==> src/rtl/dcache_refill_ctrl.sv <==
// D-cache line refill engine: issues an AHB-Lite WRAP4 read burst (critical word first),
// writes every returned beat into the data SRAM and forwards the critical word to the load path.
module dcache_refill_ctrl #(
  parameter int INDEX_WIDTH     = 7,
  parameter int SRAM_ADDR_WIDTH = 9,
  parameter int LINE_WORDS      = 4
) (
  input  logic                       HCLK,
  input  logic                       HRESETn,
  input  logic                       miss_req,
  input  logic [31:0]                miss_addr,
  output logic                       miss_ack,
  output logic                       busy,
  output logic                       fill_word_valid,
  output logic [31:0]                fill_word,
  output logic                       fill_done,
  output logic                       fill_err,
  output logic [31:0]                HADDR,
  output logic [1:0]                 HTRANS,
  output logic [2:0]                 HBURST,
  output logic [2:0]                 HSIZE,
  output logic                       HWRITE,
  input  logic                       HREADY,
  input  logic                       HRESP,
  input  logic [31:0]                HRDATA,
  output logic [SRAM_ADDR_WIDTH-1:0] sram_wr_addr,
  output logic [31:0]                sram_wr_data,
  output logic                       sram_wr_en,
  output logic [3:0]                 sram_wr_byte_en
);

  localparam logic [1:0] HTRANS_IDLE   = 2'b00;
  localparam logic [1:0] HTRANS_NONSEQ = 2'b10;
  localparam logic [1:0] HTRANS_SEQ    = 2'b11;
  localparam logic [2:0] HBURST_WRAP4  = 3'b010;
  localparam logic [2:0] HSIZE_WORD    = 3'b010;
  localparam logic [1:0] LAST_BEAT     = 2'(LINE_WORDS - 1);

  typedef enum logic [1:0] {
    ST_IDLE,
    ST_ADDR,
    ST_DRAIN,
    ST_ABORT
  } state_e;

  state_e      state_q, state_d;
  logic [1:0]  beat_q, beat_d;         // address-phase beat k
  logic [27:0] addr_hi_q, addr_hi_d;   // miss_addr[31:4]
  logic [1:0]  w0_q, w0_d;             // critical word offset
  logic        dp_valid_q, dp_valid_d; // a data phase is outstanding
  logic [1:0]  dp_beat_q, dp_beat_d;   // beat j of that data phase
  logic        wr_en_q, wr_en_d;
  logic [1:0]  wr_word_q, wr_word_d;
  logic [31:0] wr_data_q, wr_data_d;
  logic        fw_valid_q, fw_valid_d;
  logic [31:0] fill_word_q, fill_word_d;
  logic        done_q, done_d;

  logic data_ok;
  logic data_err;
  logic unused_addr_bits;

  assign data_ok          = dp_valid_q && HREADY && !HRESP;
  // First cycle of the two-cycle AHB error response.
  assign data_err         = dp_valid_q && HRESP && !HREADY;
  assign unused_addr_bits = ^miss_addr[1:0];

  // NOTE: sequential state uses non-blocking assignments only; all next-state math lives in
  // the combinational process so every register here is a plain copy of its _d.
  always_ff @(posedge HCLK or negedge HRESETn) begin
    if (!HRESETn) begin
      state_q     <= ST_IDLE;
      beat_q      <= '0;
      addr_hi_q   <= '0;
      w0_q        <= '0;
      dp_valid_q  <= 1'b0;
      dp_beat_q   <= '0;
      wr_en_q     <= 1'b0;
      // NOTE: datapath registers are reset too, so every output reads 0 straight out of reset.
      wr_word_q   <= '0;
      wr_data_q   <= '0;
      fw_valid_q  <= 1'b0;
      fill_word_q <= '0;
      done_q      <= 1'b0;
    end else begin
      state_q     <= state_d;
      beat_q      <= beat_d;
      addr_hi_q   <= addr_hi_d;
      w0_q        <= w0_d;
      dp_valid_q  <= dp_valid_d;
      dp_beat_q   <= dp_beat_d;
      wr_en_q     <= wr_en_d;
      wr_word_q   <= wr_word_d;
      wr_data_q   <= wr_data_d;
      fw_valid_q  <= fw_valid_d;
      fill_word_q <= fill_word_d;
      done_q      <= done_d;
    end
  end

  // NOTE: every variable gets a default before the case so no latch is inferred.
  always_comb begin
    state_d     = state_q;
    beat_d      = beat_q;
    addr_hi_d   = addr_hi_q;
    w0_d        = w0_q;
    dp_valid_d  = dp_valid_q;
    dp_beat_d   = dp_beat_q;
    wr_en_d     = 1'b0;
    wr_word_d   = wr_word_q;
    wr_data_d   = wr_data_q;
    fw_valid_d  = 1'b0;
    fill_word_d = fill_word_q;
    done_d      = 1'b0;

    if (data_ok) begin
      dp_valid_d = 1'b0;
      wr_en_d    = 1'b1;
      wr_word_d  = w0_q + dp_beat_q;
      wr_data_d  = HRDATA;
      if (dp_beat_q == 2'd0) begin
        fw_valid_d  = 1'b1;
        fill_word_d = HRDATA;
      end
      if (dp_beat_q == LAST_BEAT) begin
        done_d = 1'b1;
      end
    end

    unique case (state_q)
      ST_IDLE: begin
        if (miss_ack) begin
          addr_hi_d  = miss_addr[31:4];
          w0_d       = miss_addr[3:2];
          beat_d     = '0;
          dp_valid_d = 1'b0;
          state_d    = ST_ADDR;
        end
      end
      ST_ADDR: begin
        if (data_err) begin
          state_d = ST_ABORT;
        end else if (HREADY) begin
          dp_valid_d = 1'b1;
          dp_beat_d  = beat_q;
          beat_d     = beat_q + 2'd1;
          if (beat_q == LAST_BEAT) begin
            state_d = ST_DRAIN;
          end
        end
      end
      ST_DRAIN: begin
        if (data_err) begin
          state_d = ST_ABORT;
        end else if (data_ok) begin
          state_d = ST_IDLE;
        end
      end
      ST_ABORT: begin
        if (HREADY) begin
          dp_valid_d = 1'b0;
          state_d    = ST_IDLE;
        end
      end
      default: state_d = ST_IDLE;
    endcase
  end

  always_comb begin
    miss_ack = 1'b0;
    busy     = 1'b0;
    fill_err = 1'b0;
    HADDR    = '0;
    HTRANS   = HTRANS_IDLE;
    HBURST   = '0;
    HSIZE    = '0;

    unique case (state_q)
      // The last SRAM write shares the fill_done cycle and still needs addr_hi_q,
      // so a new request is only accepted one cycle later.
      ST_IDLE: miss_ack = miss_req && !done_q;
      ST_ADDR: begin
        busy   = 1'b1;
        HBURST = HBURST_WRAP4;
        HSIZE  = HSIZE_WORD;
        HADDR  = {addr_hi_q, w0_q + beat_q, 2'b00};
        if (data_err) begin
          HTRANS = HTRANS_IDLE;
        end else begin
          HTRANS = (beat_q == 2'd0) ? HTRANS_NONSEQ : HTRANS_SEQ;
        end
      end
      ST_DRAIN: begin
        busy   = 1'b1;
        HBURST = HBURST_WRAP4;
        HSIZE  = HSIZE_WORD;
      end
      ST_ABORT: begin
        busy     = !HREADY;
        fill_err = HREADY;
        HBURST   = HBURST_WRAP4;
        HSIZE    = HSIZE_WORD;
      end
      default: busy = 1'b0;
    endcase
  end

  assign HWRITE          = 1'b0;
  assign fill_word_valid = fw_valid_q;
  assign fill_word       = fill_word_q;
  assign fill_done       = done_q;
  assign sram_wr_en      = wr_en_q;
  assign sram_wr_data    = wr_data_q;
  assign sram_wr_addr    = {addr_hi_q[INDEX_WIDTH-1:0], wr_word_q};
  assign sram_wr_byte_en = {4{wr_en_q}};

endmodule

==> config.mk <==
export PLATFORM = sky130hd
export DESIGN_NAME = dcache_refill_ctrl
export DESIGN_NICKNAME = d
export VERILOG_FILES = /design/src/rtl/dcache_refill_ctrl.sv
export SDC_FILE = /design/constraint.sdc
export NUM_CORES = 1
export LEC_CHECK = 0
export ABC_CLOCK_PERIOD_IN_PS = 2200
export CAP_MARGIN = 20
export CORE_UTILIZATION = 30
export DETAILED_ROUTE_END_ITERATION = 8
export GPL_TIMING_DRIVEN = 0
export PLACE_DENSITY = 0.7
export SETUP_SLACK_MARGIN = 0.1
export SLEW_MARGIN = 20
export SYNTH_ARGS = -nofsm -noshare
export SYNTH_HDL_FRONTEND = slang
export SYNTH_SLANG_ARGS = --single-unit
==> constraint.sdc <==
create_clock -name HCLK -period 2.2 [get_ports HCLK]
set_input_delay 0.44 -clock HCLK [delete_from_list [all_inputs] [get_ports HCLK]]
set_output_delay 0.44 -clock HCLK [all_outputs]
set_load 0.02 [all_outputs]
==> flow_summary.yaml <==
sta:
  fmax_mhz: 486.3
  fin_skew_ns: 0.009380
  drv_slew: 0
  hold_violations: 0
  tightest_slew_ns: 0.5477
  min_period_over_period_pct: 93.47
  setup_viol: 0
  rsz0062_at_grt: "yes"
  slew_headroom_pct: 63.49
  layout_min_cycle_time_ns: 2.056
  tns_ns: 0
  whs_ns: 0.03255
detailed_routing:
  drcViolationCount: 0
  vias: 3683
  antenna_left: 0
  via_per_inst: 4.138
  wl_um: 12090
  drt-pass1-iter-count: 5
  first_iter_violations: 73
  wire_per_inst_um: 13.59
global_route:
  grt_overflow: 0
  grt_use_total_pct: 15.35
  grt_pass1_vias: 3795
  grt_pass1_wl_um: 19400
  grt_max_degree: 60
  grt_antenna_before_repair: 0
floorplan:
  start_util_pct: 31.07
  dieArea_sq_um: 16430
  core-area_sq_um: 15370
  die_h_um: 128.2
  top_level_ports: 193
  die_x_um: 128.2
  rows: 45
critical_path:
  critical_path_arrival_ns: 1.62
  path_max_fanout: 10
  slowest_delay_ns: 0.40
  endpoint_kind: "output port"
  regToRegSetupSlack_ns: 0.32
  crit_chain: "inv_2, ha_2, buf_8, clkbuf_8, and2_1, buf_2"
  cp-start-kind: "flip-flop"
  crit_slowest_cell: "dfrtp_1"
  setup.worst_path.class: "reg -> out"
  worstPathRequired_ns: 1.76
placement:
  dpl_cell_area_sq_um: 6913
  io_buffers: 182
  place.gp.congestion: 0.7971
  hpwlAfterDp_um: 8727
synthesis:
  synth_common_cells: "202 x nand2_1, 106 x dfrtp_1, 32 x and2_1"
  synthArstFlopShare_pct: 100.0
  synth_edf_count: 0
  ys_top_cells_by_area: "dfrtp_1 56%, nand2_1 16%, mux2_4 9.1%"
  syn_avg_cell_area_sq_um: 10.18
  synth_area_leader_cell: "dfrtp_1"
  synth-seq-cells: 106
  ys_seq_area_share_pct: 55.54
  yosysUniqueCellTypes: 34
  synthMostInstantiatedCell: "nand2_1"
  syn_area_sq_um: 4776
  synth_ff_type: "dfrtp_1"
  ys_warn_count: 0
  synth_cells: 469
  synth_top_area_share_pct: 55.54
status:
  run_status: "completed"
layout:
  drive_gt1_share_pct: 20.47
  final_area_sq_um: 7207
  antennaDiodeCount: 0
  nNetsFinal: 751
  area_delta_synth_final_pct: 50.90
clock_network:
  cts_root_buffer: "clkbuf_16"
  clk_latency_ns: 0.35
  htreeDepth: 3
  cts.clk_slew.worst_paths_ns: 0.07
  cts_buffer_depth: 2
  cts-hold-fix-buffers: 0
  cts_sinks: 106
  cts_tree: "done"
  numCtsBuffers: 9
pwr:
  ir_drop_v: 0.0007198
  power_report.internal_total_mw: 6.481
  switching_share_pct: 37.27
  power_density_nw_per_um2: 1434
  switchingPower_mw: 3.851
  seqPwrFrac_pct: 32.0
  power_leakage_nw: 3.601
  p_comb_share_pct: 52.0
  clkPwrFrac_pct: 15.9
flow_run:
  cap_violations: 0
hold_path:
  hold_class: "in -> async"
==> cells in the final DEF, fill, tap and decap left out, drive strengths merged, types with 2 or more instances in the layout <==
master         synthesis  layout
nand2                202     202
mux2                  33      33
clkbuf                 7      17
nor2                   6       6
xnor2                  3       3
o21ai                  6       6
clkinvlp               0       2
clkinv                 2       3
a21oi                  3       3
nand2b                 2       2
and2                  32      32
clkdlybuf4s50          0     144
buf                   35      75
dlygate4sd2            0       3
nor2b                  3       3
dfrtp                106     106
ha                     8       8
inv                    7       9
conb                   1       7
nand3                  2       2
a22o                   2       2
==> cell type report <==
type / count / area, sq um
buffer: 41 / 354.1
clock buffer: 10 / 229.0
clock inverter: 6 / 73.82
fill: 1475 / 8164
inverter: 9 / 38.79
multi-input combinational: 318 / 1810
sequential: 106 / 2653
tap: 211 / 264.0
timing repair buffer: 189 / 1784
==> what timing repair did <==
item	in CTS	in global routing
pin swaps	1	0
buffers inserted	5	1
endpoints found under the setup margin	37	34
resized for setup	159	23
==> logic make-up (layout without fill, tap and decap cells) <==
group | count (synthesis) | after routing | synth area share [%]
adder cells (fa/ha/maj) | 8 | 8 | 2.096
buffers and inverters | 51 | 255 | 7.493
AND/OR/NAND/NOR | 251 | 251 | 22.03
AO/OA/AOI/OAI | 15 | 15 | 1.965
XOR/XNOR | 4 | 4 | 0.7337
flip-flops | 106 | 106 | 55.54
other | 1 | 7 | 0.07852
multiplexers | 33 | 33 | 10.06
==> power by group through the flow <==
| stage | registers, mW | clock network [mW] | logic, mW |
|---|---|---|---|
| 2_1_floorplan | 3.92 | 0 | 2.39 |
| 3_3_place_gp | 3.33 | 0 | 5.34 |
| 3_5_place_dp | 3.35 | 0 | 5.39 |
| 4_1_cts | 3.32 | 1.71 | 5.33 |
| 5_1_grt | 3.44 | 1.78 | 5.79 |
| 6_report | 3.31 | 1.65 | 5.37 |
==> stage by stage <==
| step | util, % | setup slack [ns] | power, mW | instances |
|---|---|---|---|---|
| 4_1_cts | 46.57 | 0.01447 | 10.37 | 889 |
| 3_5_place_dp | 44.97 | -0.4498 | 8.738 | 869 |
| 3_3_place_gp | 44.79 | -3.519 | 8.670 | 868 |
| 2_1_floorplan | - | 0.2022 | 6.317 | 475 |
| 6_report | 46.89 | 0.1437 | 10.33 | 890 |
| 5_1_grt | 46.89 | 0.06661 | 11.02 | 890 |
==> registers in the layout, summed over array words and instances, names as in the netlist, 2 cells and up <==
signal,count
w0_q,2
fill_word,32
sram_wr_data,32
state_q,2
beat_q,2
dp_beat_q,2
wr_word_q,2
addr_hi_q,28
==> routing by layer <==
metal  wire (um)  vias up  global-route usage [%]  share of wire (%)
met5           0        -                       0                  0
met2        5792      114                   25.29                 48
met1        5558     1700                   19.51                 46
li1            -     1856                       -                  -
met3         527       13                   3.214                4.4
met4         215        0                   6.574                1.8
==> critical path: cells and delay by family, from the launching register on <==
| kind | cells | cell delay (ns) |
|---|---|---|
| fa+ha+maj | 1 | 0.21 |
| buf+inv | 4 | 0.55 |
| simple gates | 1 | 0.12 |
| flops | 1 | 0.40 |
==> path summary, 6_finish.rpt <==
check,startpoint,endpoint,cells after the start
worst max register to register,state_q[0]$_DFFE_PN0P_,addr_hi_q[12]$_DFFE_PN0P_,8
min in group HCLK,HREADY,dp_valid_q$_DFF_PN0_,3
worst min-delay path,HRESETn,fill_word[10]$_DFFE_PN0P_,1
max in group asynchronous,HRESETn,addr_hi_q[10]$_DFFE_PN0P_,2
worst min register to register,fill_word[13]$_DFFE_PN0P_,fill_word[13]$_DFFE_PN0P_,2
worst max-delay path,state_q[1]$_DFFE_PN0P_,HADDR[4],6
Power figures use the tool's default switching activity.
